## src/rtl/tlb_cam_pkg.sv

```systemverilog
// Shared TLB field layout, probe-fail bit, legal page masks and entry record.
// Consumers: tlb_cam, tlb_entry_match (optional ASID match: TLB_ASID_MATCH_EN).
package tlb_cam_pkg;

  localparam int unsigned HI_VPN2_LSB    = 13;
  localparam int unsigned LO_PFN_LSB     = 6;
  localparam int unsigned PM_MASK_LSB    = 13;
  localparam int unsigned PROBE_FAIL_BIT = 31;

  localparam logic [11:0] MASK_4K   = 12'h000;
  localparam logic [11:0] MASK_16K  = 12'h003;
  localparam logic [11:0] MASK_64K  = 12'h00f;
  localparam logic [11:0] MASK_256K = 12'h03f;
  localparam logic [11:0] MASK_1M   = 12'h0ff;
  localparam logic [11:0] MASK_4M   = 12'h3ff;
  localparam logic [11:0] MASK_16M  = 12'hfff;

  typedef struct packed {
    logic [18:0] vpn2;
    logic [7:0]  asid;
    logic [11:0] mask;
    logic        g;
    logic [19:0] pfn0;
    logic [2:0]  c0;
    logic        d0;
    logic        v0;
    logic [19:0] pfn1;
    logic [2:0]  c1;
    logic        d1;
    logic        v1;
  } tlb_entry_t;

  function automatic logic [3:0] mask_ones(input logic [11:0] m);
    logic [3:0] n;
    n = '0;
    for (int unsigned i = 0; i < 12; i++) n = n + {3'b000, m[i]};
    return n;
  endfunction

  function automatic logic [31:0] pack_lo(input logic [19:0] pfn, input logic [2:0] c,
                                          input logic d, input logic v, input logic g);
    return {6'b0, pfn, c, d, v, g};
  endfunction

endpackage

```

## src/rtl/tlb_cam_if.sv

```systemverilog
// MMU <-> TLB bus: lookup, probe, TLBWI/TLBWR write and TLBR read signals.
interface tlb_cam_if;
  logic [31:0] vAddr;
  logic [31:0] pAddr;
  logic [31:0] entryHiIn;
  logic [31:0] entryLo0In;
  logic [31:0] entryLo1In;
  logic [31:0] pageMaskIn;
  logic [31:0] index;
  logic        we;
  logic        re;
  logic        found;
  logic        bitV;
  logic        bitD;
  logic [31:0] entryHiOut;
  logic [31:0] entryLo0Out;
  logic [31:0] entryLo1Out;
  logic [31:0] pageMaskOut;
  logic [31:0] matchedIndex;

  modport master (
    output vAddr, entryHiIn, entryLo0In, entryLo1In, pageMaskIn, index, we, re,
    input  pAddr, found, bitV, bitD, entryHiOut, entryLo0Out, entryLo1Out,
           pageMaskOut, matchedIndex
  );

  modport slave (
    input  vAddr, entryHiIn, entryLo0In, entryLo1In, pageMaskIn, index, we, re,
    output pAddr, found, bitV, bitD, entryHiOut, entryLo0Out, entryLo1Out,
           pageMaskOut, matchedIndex
  );
endinterface

```

## src/rtl/tlb_cam_entry_match.sv

```systemverilog
// Per-entry comparator: VPN2/ASID hit and even/odd half select.
// With TLB_ASID_MATCH_EN undefined every entry behaves as global.
module tlb_entry_match
  import tlb_cam_pkg::*;
(
  input  logic [18:0] vpn2,
  input  logic [11:0] mask,
  input  logic [7:0]  asid,
  input  logic        g,
  input  logic [31:0] vaddr,
  input  logic [7:0]  cur_asid,
  output logic        hit,
  output logic        odd
);

  logic       vpn_eq;
  logic       asid_ok;
  logic [4:0] sel;

`ifdef TLB_ASID_MATCH_EN
  assign asid_ok = g | (asid == cur_asid);
`else
  logic unused_asid;
  assign unused_asid = ^{g, asid, cur_asid};
  assign asid_ok     = 1'b1;
`endif

  always_comb begin
    vpn_eq = ((vaddr[31:HI_VPN2_LSB] ^ vpn2) & ~{7'b0, mask}) == '0;
    hit    = vpn_eq & asid_ok;
    sel    = 5'd12 + {1'b0, mask_ones(mask)};
    odd    = vaddr[sel];
  end

endmodule

```

## src/rtl/tlb_cam.sv

```systemverilog
// Fully associative joint TLB: entry storage, lowest-index priority encode, output mux.
// Optional ASID matching via TLB_ASID_MATCH_EN (undefined: all entries global).
module tlb_cam
  import tlb_cam_pkg::*;
#(
  parameter int unsigned ENTRY_ADDR_WIDTH = 4
) (
  input logic       clk,
  input logic       res,
  tlb_cam_if.slave  bus
);

  localparam int unsigned ENTRY_COUNT = 1 << ENTRY_ADDR_WIDTH;

  tlb_entry_t                  tlb [ENTRY_COUNT];
  tlb_entry_t                  new_e;
  tlb_entry_t                  rd_e;
  tlb_entry_t                  sel_e;
  logic [ENTRY_COUNT-1:0]      hit;
  logic [ENTRY_COUNT-1:0]      odd;
  logic [ENTRY_ADDR_WIDTH-1:0] acc_idx;
  logic [ENTRY_ADDR_WIDTH-1:0] hit_idx;
  logic                        found_w;
  logic                        sel_odd;
  logic [19:0]                 sel_pfn;
  logic [31:0]                 om;
  logic [31:0]                 mi;
  logic [31:0]                 hi_q, lo0_q, lo1_q, pm_q;
  logic                        unused_bits;

  assign acc_idx     = bus.index[ENTRY_ADDR_WIDTH-1:0];
  assign unused_bits = ^{bus.index[31:ENTRY_ADDR_WIDTH], bus.entryHiIn[12:8],
                         bus.entryLo0In[31:26], bus.entryLo1In[31:26],
                         bus.pageMaskIn[31:25], bus.pageMaskIn[12:0]};

  always_comb begin
    new_e      = '0;
    new_e.vpn2 = bus.entryHiIn[31:HI_VPN2_LSB];
    new_e.asid = bus.entryHiIn[7:0];
    new_e.mask = bus.pageMaskIn[24:PM_MASK_LSB];
    new_e.g    = bus.entryLo0In[0] & bus.entryLo1In[0];
    new_e.pfn0 = bus.entryLo0In[25:LO_PFN_LSB];
    new_e.c0   = bus.entryLo0In[5:3];
    new_e.d0   = bus.entryLo0In[2];
    new_e.v0   = bus.entryLo0In[1];
    new_e.pfn1 = bus.entryLo1In[25:LO_PFN_LSB];
    new_e.c1   = bus.entryLo1In[5:3];
    new_e.d1   = bus.entryLo1In[2];
    new_e.v1   = bus.entryLo1In[1];
  end

  always_ff @(posedge clk or negedge res) begin
    if (!res) begin
      for (int unsigned i = 0; i < ENTRY_COUNT; i++) tlb[i] <= '0;
    end else if (bus.we) begin
      tlb[acc_idx] <= new_e;
    end
  end

  for (genvar i = 0; i < ENTRY_COUNT; i++) begin : g_match
    tlb_entry_match u_match (
      .vpn2     (tlb[i].vpn2),
      .mask     (tlb[i].mask),
      .asid     (tlb[i].asid),
      .g        (tlb[i].g),
      .vaddr    (bus.vAddr),
      .cur_asid (bus.entryHiIn[7:0]),
      .hit      (hit[i]),
      .odd      (odd[i])
    );
  end

  always_comb begin
    found_w = 1'b0;
    hit_idx = '0;
    for (int unsigned i = 0; i < ENTRY_COUNT; i++) begin
      if (hit[i] && !found_w) begin
        found_w = 1'b1;
        hit_idx = ENTRY_ADDR_WIDTH'(i);
      end
    end
  end

  // Offset spans 12+k bits for a 4K<<k half page, so MASK sits directly above 12'hfff.
  always_comb begin
    sel_e   = tlb[hit_idx];
    sel_odd = odd[hit_idx];
    sel_pfn = sel_odd ? sel_e.pfn1 : sel_e.pfn0;
    om      = {8'b0, sel_e.mask, 12'hfff};
    mi      = '0;
    mi[PROBE_FAIL_BIT] = ~found_w;
    bus.found = found_w;
    bus.pAddr = '0;
    bus.bitV  = 1'b0;
    bus.bitD  = 1'b0;
    if (found_w) begin
      mi[ENTRY_ADDR_WIDTH-1:0] = hit_idx;
      bus.pAddr = ({sel_pfn, 12'b0} & ~om) | (bus.vAddr & om);
      bus.bitV  = sel_odd ? sel_e.v1 : sel_e.v0;
      bus.bitD  = sel_odd ? sel_e.d1 : sel_e.d0;
    end
    bus.matchedIndex = mi;
  end

  assign rd_e = tlb[acc_idx];

  always_ff @(posedge clk or negedge res) begin
    if (!res) begin
      hi_q  <= '0;
      lo0_q <= '0;
      lo1_q <= '0;
      pm_q  <= '0;
    end else if (bus.re) begin
      hi_q  <= {rd_e.vpn2 & ~{7'b0, rd_e.mask}, 5'b0, rd_e.asid};
      lo0_q <= pack_lo(rd_e.pfn0, rd_e.c0, rd_e.d0, rd_e.v0, rd_e.g);
      lo1_q <= pack_lo(rd_e.pfn1, rd_e.c1, rd_e.d1, rd_e.v1, rd_e.g);
      pm_q  <= {7'b0, rd_e.mask, 13'b0};
    end
  end

  assign bus.entryHiOut  = hi_q;
  assign bus.entryLo0Out = lo0_q;
  assign bus.entryLo1Out = lo1_q;
  assign bus.pageMaskOut = pm_q;

endmodule

```

## src/flat_wrapper.sv

```systemverilog
// flat-port wrapper written by rule: the top's interface ports become plain ports
module tlb_cam_flat import tlb_cam_pkg::*;
#(
  parameter int unsigned ENTRY_ADDR_WIDTH = 4
)
  (clk, res, bus_vAddr, bus_entryHiIn, bus_entryLo0In, bus_entryLo1In, bus_pageMaskIn, bus_index, bus_we, bus_re, bus_pAddr, bus_found, bus_bitV, bus_bitD, bus_entryHiOut, bus_entryLo0Out, bus_entryLo1Out, bus_pageMaskOut, bus_matchedIndex);
  tlb_cam_if bus_i ();
  input logic clk;
  input logic res;
  input wire logic [$bits(bus_i.vAddr)-1:0] bus_vAddr;
  input wire logic [$bits(bus_i.entryHiIn)-1:0] bus_entryHiIn;
  input wire logic [$bits(bus_i.entryLo0In)-1:0] bus_entryLo0In;
  input wire logic [$bits(bus_i.entryLo1In)-1:0] bus_entryLo1In;
  input wire logic [$bits(bus_i.pageMaskIn)-1:0] bus_pageMaskIn;
  input wire logic [$bits(bus_i.index)-1:0] bus_index;
  input wire logic [$bits(bus_i.we)-1:0] bus_we;
  input wire logic [$bits(bus_i.re)-1:0] bus_re;
  output wire logic [$bits(bus_i.pAddr)-1:0] bus_pAddr;
  output wire logic [$bits(bus_i.found)-1:0] bus_found;
  output wire logic [$bits(bus_i.bitV)-1:0] bus_bitV;
  output wire logic [$bits(bus_i.bitD)-1:0] bus_bitD;
  output wire logic [$bits(bus_i.entryHiOut)-1:0] bus_entryHiOut;
  output wire logic [$bits(bus_i.entryLo0Out)-1:0] bus_entryLo0Out;
  output wire logic [$bits(bus_i.entryLo1Out)-1:0] bus_entryLo1Out;
  output wire logic [$bits(bus_i.pageMaskOut)-1:0] bus_pageMaskOut;
  output wire logic [$bits(bus_i.matchedIndex)-1:0] bus_matchedIndex;
  assign bus_i.vAddr = bus_vAddr;
  assign bus_i.entryHiIn = bus_entryHiIn;
  assign bus_i.entryLo0In = bus_entryLo0In;
  assign bus_i.entryLo1In = bus_entryLo1In;
  assign bus_i.pageMaskIn = bus_pageMaskIn;
  assign bus_i.index = bus_index;
  assign bus_i.we = bus_we;
  assign bus_i.re = bus_re;
  assign bus_pAddr = bus_i.pAddr;
  assign bus_found = bus_i.found;
  assign bus_bitV = bus_i.bitV;
  assign bus_bitD = bus_i.bitD;
  assign bus_entryHiOut = bus_i.entryHiOut;
  assign bus_entryLo0Out = bus_i.entryLo0Out;
  assign bus_entryLo1Out = bus_i.entryLo1Out;
  assign bus_pageMaskOut = bus_i.pageMaskOut;
  assign bus_matchedIndex = bus_i.matchedIndex;
  tlb_cam #(.ENTRY_ADDR_WIDTH(ENTRY_ADDR_WIDTH)) u_core (.clk(clk), .res(res), .bus(bus_i));
endmodule
```

## config.mk

```make
export PLATFORM = sky130hd
export DESIGN_NAME = tlb_cam_flat
export DESIGN_NICKNAME = d
export VERILOG_FILES = /design/src/rtl/tlb_cam_pkg.sv /design/src/rtl/tlb_cam_if.sv /design/src/rtl/tlb_cam_entry_match.sv /design/src/rtl/tlb_cam.sv /design/src/flat_wrapper.sv
export SDC_FILE = /design/constraint.sdc
export NUM_CORES = 2
export LEC_CHECK = 0
export ABC_AREA = 1
export CELL_PAD_IN_SITES_DETAIL_PLACEMENT = 1
export CELL_PAD_IN_SITES_GLOBAL_PLACEMENT = 1
export CORE_MARGIN = 4
export CORE_UTILIZATION = 35
export DETAILED_ROUTE_END_ITERATION = 12
export HOLD_SLACK_MARGIN = 0.15
export PLACE_DENSITY = 0.66
export SETUP_SLACK_MARGIN = 0.2
export SLEW_MARGIN = 5
export SYNTH_ARGS = -nofsm -noshare
export SYNTH_HDL_FRONTEND = slang
export SYNTH_SLANG_ARGS = --single-unit
```

## constraint.sdc

```tcl
create_clock -name clk -period 12.8 [get_ports clk]
set_input_delay 1.28 -clock clk [delete_from_list [all_inputs] [get_ports clk]]
set_output_delay 1.28 -clock clk [all_outputs]
set_load 0.005 [all_outputs]
```

==> impl_metrics.env <==
export IMPL_dp_slack_ns=2.51
export IMPL_grt_max_degree=235
export IMPL_synth_compound_area_frac=0.216
export IMPL_clkPwrFrac=0.194
export IMPL_synth_edf_count=0
export IMPL_pin_count=391
export IMPL_syn_inst=11900
export IMPL_area_delta_synth_final_pct=11.4
export IMPL_muxShareOfSynthArea=0
export IMPL_power_density_mw_per_mm2=281
export IMPL_post_route_period_util=0.810
export IMPL_synth_top_family_by_area="compound AO/OA/AOI/OAI gates"
export IMPL_synth_xor_area_frac=0.0127
export IMPL_ys_warn_count=0
export IMPL_num_rows=185
export IMPL_yosysSeqAreaShare=0.427
export IMPL_worst_slack_ns=2.43
export IMPL_cts_tree="yes"
export IMPL_max_freq_mhz=96.5
export IMPL_avgViaCountPerCell=5.96
export IMPL_crit_type="register to output pin"
export IMPL_start_util=0.352
export IMPL_synth_seq_cells=1530
export IMPL_nNetsFinal=11900
export IMPL_post_route_min_period_ns=10.37
export IMPL_drtPass1Iterations=6
export IMPL_drtIter0Drc=8873
export IMPL_synthTopCellsByArea="dfrtp_1 (43%), nand2_1 (12%), o21ai_0 (9.2%), nand3_1 (5.9%), inv_1 (4.2%)"
export IMPL_fin_cells=15000
export IMPL_yosys_area_share_simple=0.213
export IMPL_power_uw=28000
export IMPL_drive_gt1_frac=0.0437
export IMPL_endpoint_kind="output pin"
export IMPL_outcome="completed"
export IMPL_cts_sinks=1530
export IMPL_finalWirelength_mm=429
export IMPL_dieHeight_um=514
export IMPL_cts_repair_resized=0
export IMPL_setup_violations=0
export IMPL_p_int_uw=14100
export IMPL_power_switching_uw=13900
export IMPL_slew_violations=0
export IMPL_ir_worst_vdd_uv=365
export IMPL_io_buffers=261
export IMPL_cts_root_buf="clkbuf_16"
export IMPL_ys_types=51
export IMPL_switching_share=0.495
export IMPL_worstSkewPairLatency_ns=0.89
export IMPL_dominantRegCellSynth="dfrtp_1"
export IMPL_clk_path_buf_depth=3
export IMPL_crit_required_ns=11.52
export IMPL_grt_setup_unrepaired="false"
export IMPL_skew_ns=0.0819
export IMPL_yosysTopAreaCell="dfrtp_1"
export IMPL_synthArstFlopShare=1.00
export IMPL_cts_hold_fix_buffers=0
export IMPL_drc=0
export IMPL_combPwrFrac=0.563
export IMPL_slew_headroom=0.147
export IMPL_core_sq_mm=0.254
export IMPL_synth_top_area_share=0.427
export IMPL_cap_violations=0
export IMPL_synth_area_sq_mm=0.0896
export IMPL_worstHoldPathType="input pin to async pin"
export IMPL_pwr_share_seq=0.243
export IMPL_clk_pin_slew_ns=0.05
export IMPL_tightestPinTransition_ns=1.28
export IMPL_p_leak_uw=0.0437
export IMPL_cts_htree_levels=4
export IMPL_fillCellCount=30600
export IMPL_dieArea_sq_mm=0.264
export IMPL_vias=89500
export IMPL_gp_congestion=0.984
export IMPL_ant_nets=0
export IMPL_wl_per_cell_um=28.6
export IMPL_antenna_found_initial=41
export IMPL_synth_area_per_cell_sq_um=7.52
export IMPL_placed_cells=14700
export IMPL_grt_remaining_overflow=0
export IMPL_crit_fanout=32
export IMPL_fin_tns_setup_ns=0
export IMPL_start_kind="register"
export IMPL_grt_pass1_vias=90900
export IMPL_grtUsageTotal=0.316
export IMPL_hpwl_mm=263
export IMPL_synth_fa_ha_area_frac=0.0362
export IMPL_arrival_ns=9.09
export IMPL_grt_pass1_wl_mm=625
export IMPL_numCtsBuffers=182
export IMPL_die_width_um=514
export IMPL_postCtsSetupBuffers=0
export IMPL_hold_viol_final=0
synthesized netlist by cell type (77+ instances only):
| library cell | n |
|---|---|
| nand2_1 | 2847 |
| o21ai_0 | 1646 |
| dfrtp_1 | 1530 |
| nand3_1 | 1058 |
| inv_1 | 1002 |
| clkbuf_1 | 758 |
| a21oi_1 | 649 |
| nor2_1 | 649 |
| a22oi_1 | 360 |
| o211ai_1 | 329 |
| o221ai_1 | 151 |
| buf_2 | 138 |
| fa_1 | 112 |
| buf_4 | 104 |
| ha_1 | 80 |
| xnor2_1 | 77 |
flip-flops by register name (all words and copies together) (netlist names):
name                    count
u_core.bus.entryLo1Out     25
u_core.bus.entryHiOut      27
u_core.bus.pageMaskOut     12
u_core.bus.entryLo0Out     26
u_core.tlb               1440
power groups by stage:
stage / registers [uW] / logic (uW) / clock network (uW)
4_1_cts: 6770 / 15600 / 5510
6_report: 6810 / 15800 / 5440
5_1_grt: 6910 / 17400 / 5720
3_3_place_gp: 6790 / 15000 / 0
3_5_place_dp: 6850 / 15500 / 0
2_1_floorplan: 6520 / 10500 / 0
path summary, 6_finish.rpt:
check                            startpoint                        end  slack (ns)  depth (start not counted)
max in group asynchronous               res              u_core.tlb[3]        9.59                          4
setup / recovery           u_core.tlb[1221]                   bus_bitD        2.43                         23
setup reg to reg           u_core.tlb[1403]  u_core.bus.entryHiOut[15]       10.40                          4
hold / removal                          res           u_core.tlb[1252]        0.31                          1
min in group clk            u_core.tlb[745]            u_core.tlb[745]        0.48                          2
hold reg to reg             u_core.tlb[745]            u_core.tlb[745]        0.48                          2
critical path, cell delays in order, from the launching register on:
cell and delay (ns):
dfrtp_1 0.45, fa_1 0.83, fa_1 0.49, inv_1 0.08, fa_1 0.45, fa_1 0.53
inv_1 0.05, ha_1 0.93, nand2_1 0.11, o21ai_0 0.15, a21oi_1 0.11, o21ai_0 0.46
nand2_1 0.11, a32oi_1 0.23, nand3_1 0.10, nand3_1 0.12, nand3_1 0.29, nand2_1 0.15
buf_4 0.39, clkinv_1 0.85, nand3_1 0.32, nand3_1 0.11, nand2_1 0.27, clkdlybuf4s50_1 0.56
layout by cell type, fill, tap and decap left out, types with 9 or more instances in the layout:
master	n
nor2_4	15
inv_1	997
nor4_1	12
a22oi_1	360
inv_2	13
xnor2_1	77
a22o_1	12
clkinv_16	9
buf_12	20
nand2_4	12
nand4_1	42
nor2_1	636
a41oi_1	66
dfrtp_1	1530
a211oi_1	23
conb_1	64
a21oi_1	649
buf_4	128
fa_1	112
nand2_1	2835
ha_1	80
clkbuf_8	48
xor2_1	53
bufinv_16	10
o211ai_1	329
o21ai_0	1646
nor3_1	14
clkbuf_1	36
clkbuf_16	182
a31oi_1	11
o221ai_1	151
o21ai_1	34
diode_2	21
clkdlybuf4s50_1	251
nand3_1	1058
clkinv_2	30
a21o_1	11
layer usage:
metal / global-route usage / routed length [um] / vias up
met4: 0.157 / 24100 / 16
met3: 0.0604 / 33600 / 1023
met2: 0.509 / 196000 / 3892
li1: - / - / 38900
met5: 0 / 92 / -
met1: 0.407 / 175000 / 45700
kinds of logic after synthesis:
kind of cell	count (synthesis)
AO/OA/AOI/OAI	3314
XOR/XNOR	130
adder cells (fa/ha/maj)	192
buffers and inverters	2093
flip-flops	1530
other	1
AND/OR/NAND/NOR	4647
area by class of cell:
type	instances	area (sq um)	area share
inverter	1022	3860	0.0387
tap	3366	4210	0.0422
antenna	21	52.6	0.000527
clock buffer	266	5350	0.0536
sequential	1530	38300	0.384
timing repair buffer	409	3970	0.0398
clock inverter	58	842	0.00844
multi-input combinational	8347	43200	0.433
stage by stage:
step | cell area [sq um] | utilization | hold slack (ns)
2_1_floorplan | 89800 | - | 0.453
3_3_place_gp | 93500 | 0.368 | 0.465
3_5_place_dp | 93500 | 0.368 | 0.473
4_1_cts | 99700 | 0.392 | 0.341
5_1_grt | 99800 | 0.392 | 0.344
6_report | 99800 | 0.392 | 0.306
(Power assumes the default switching activity.)
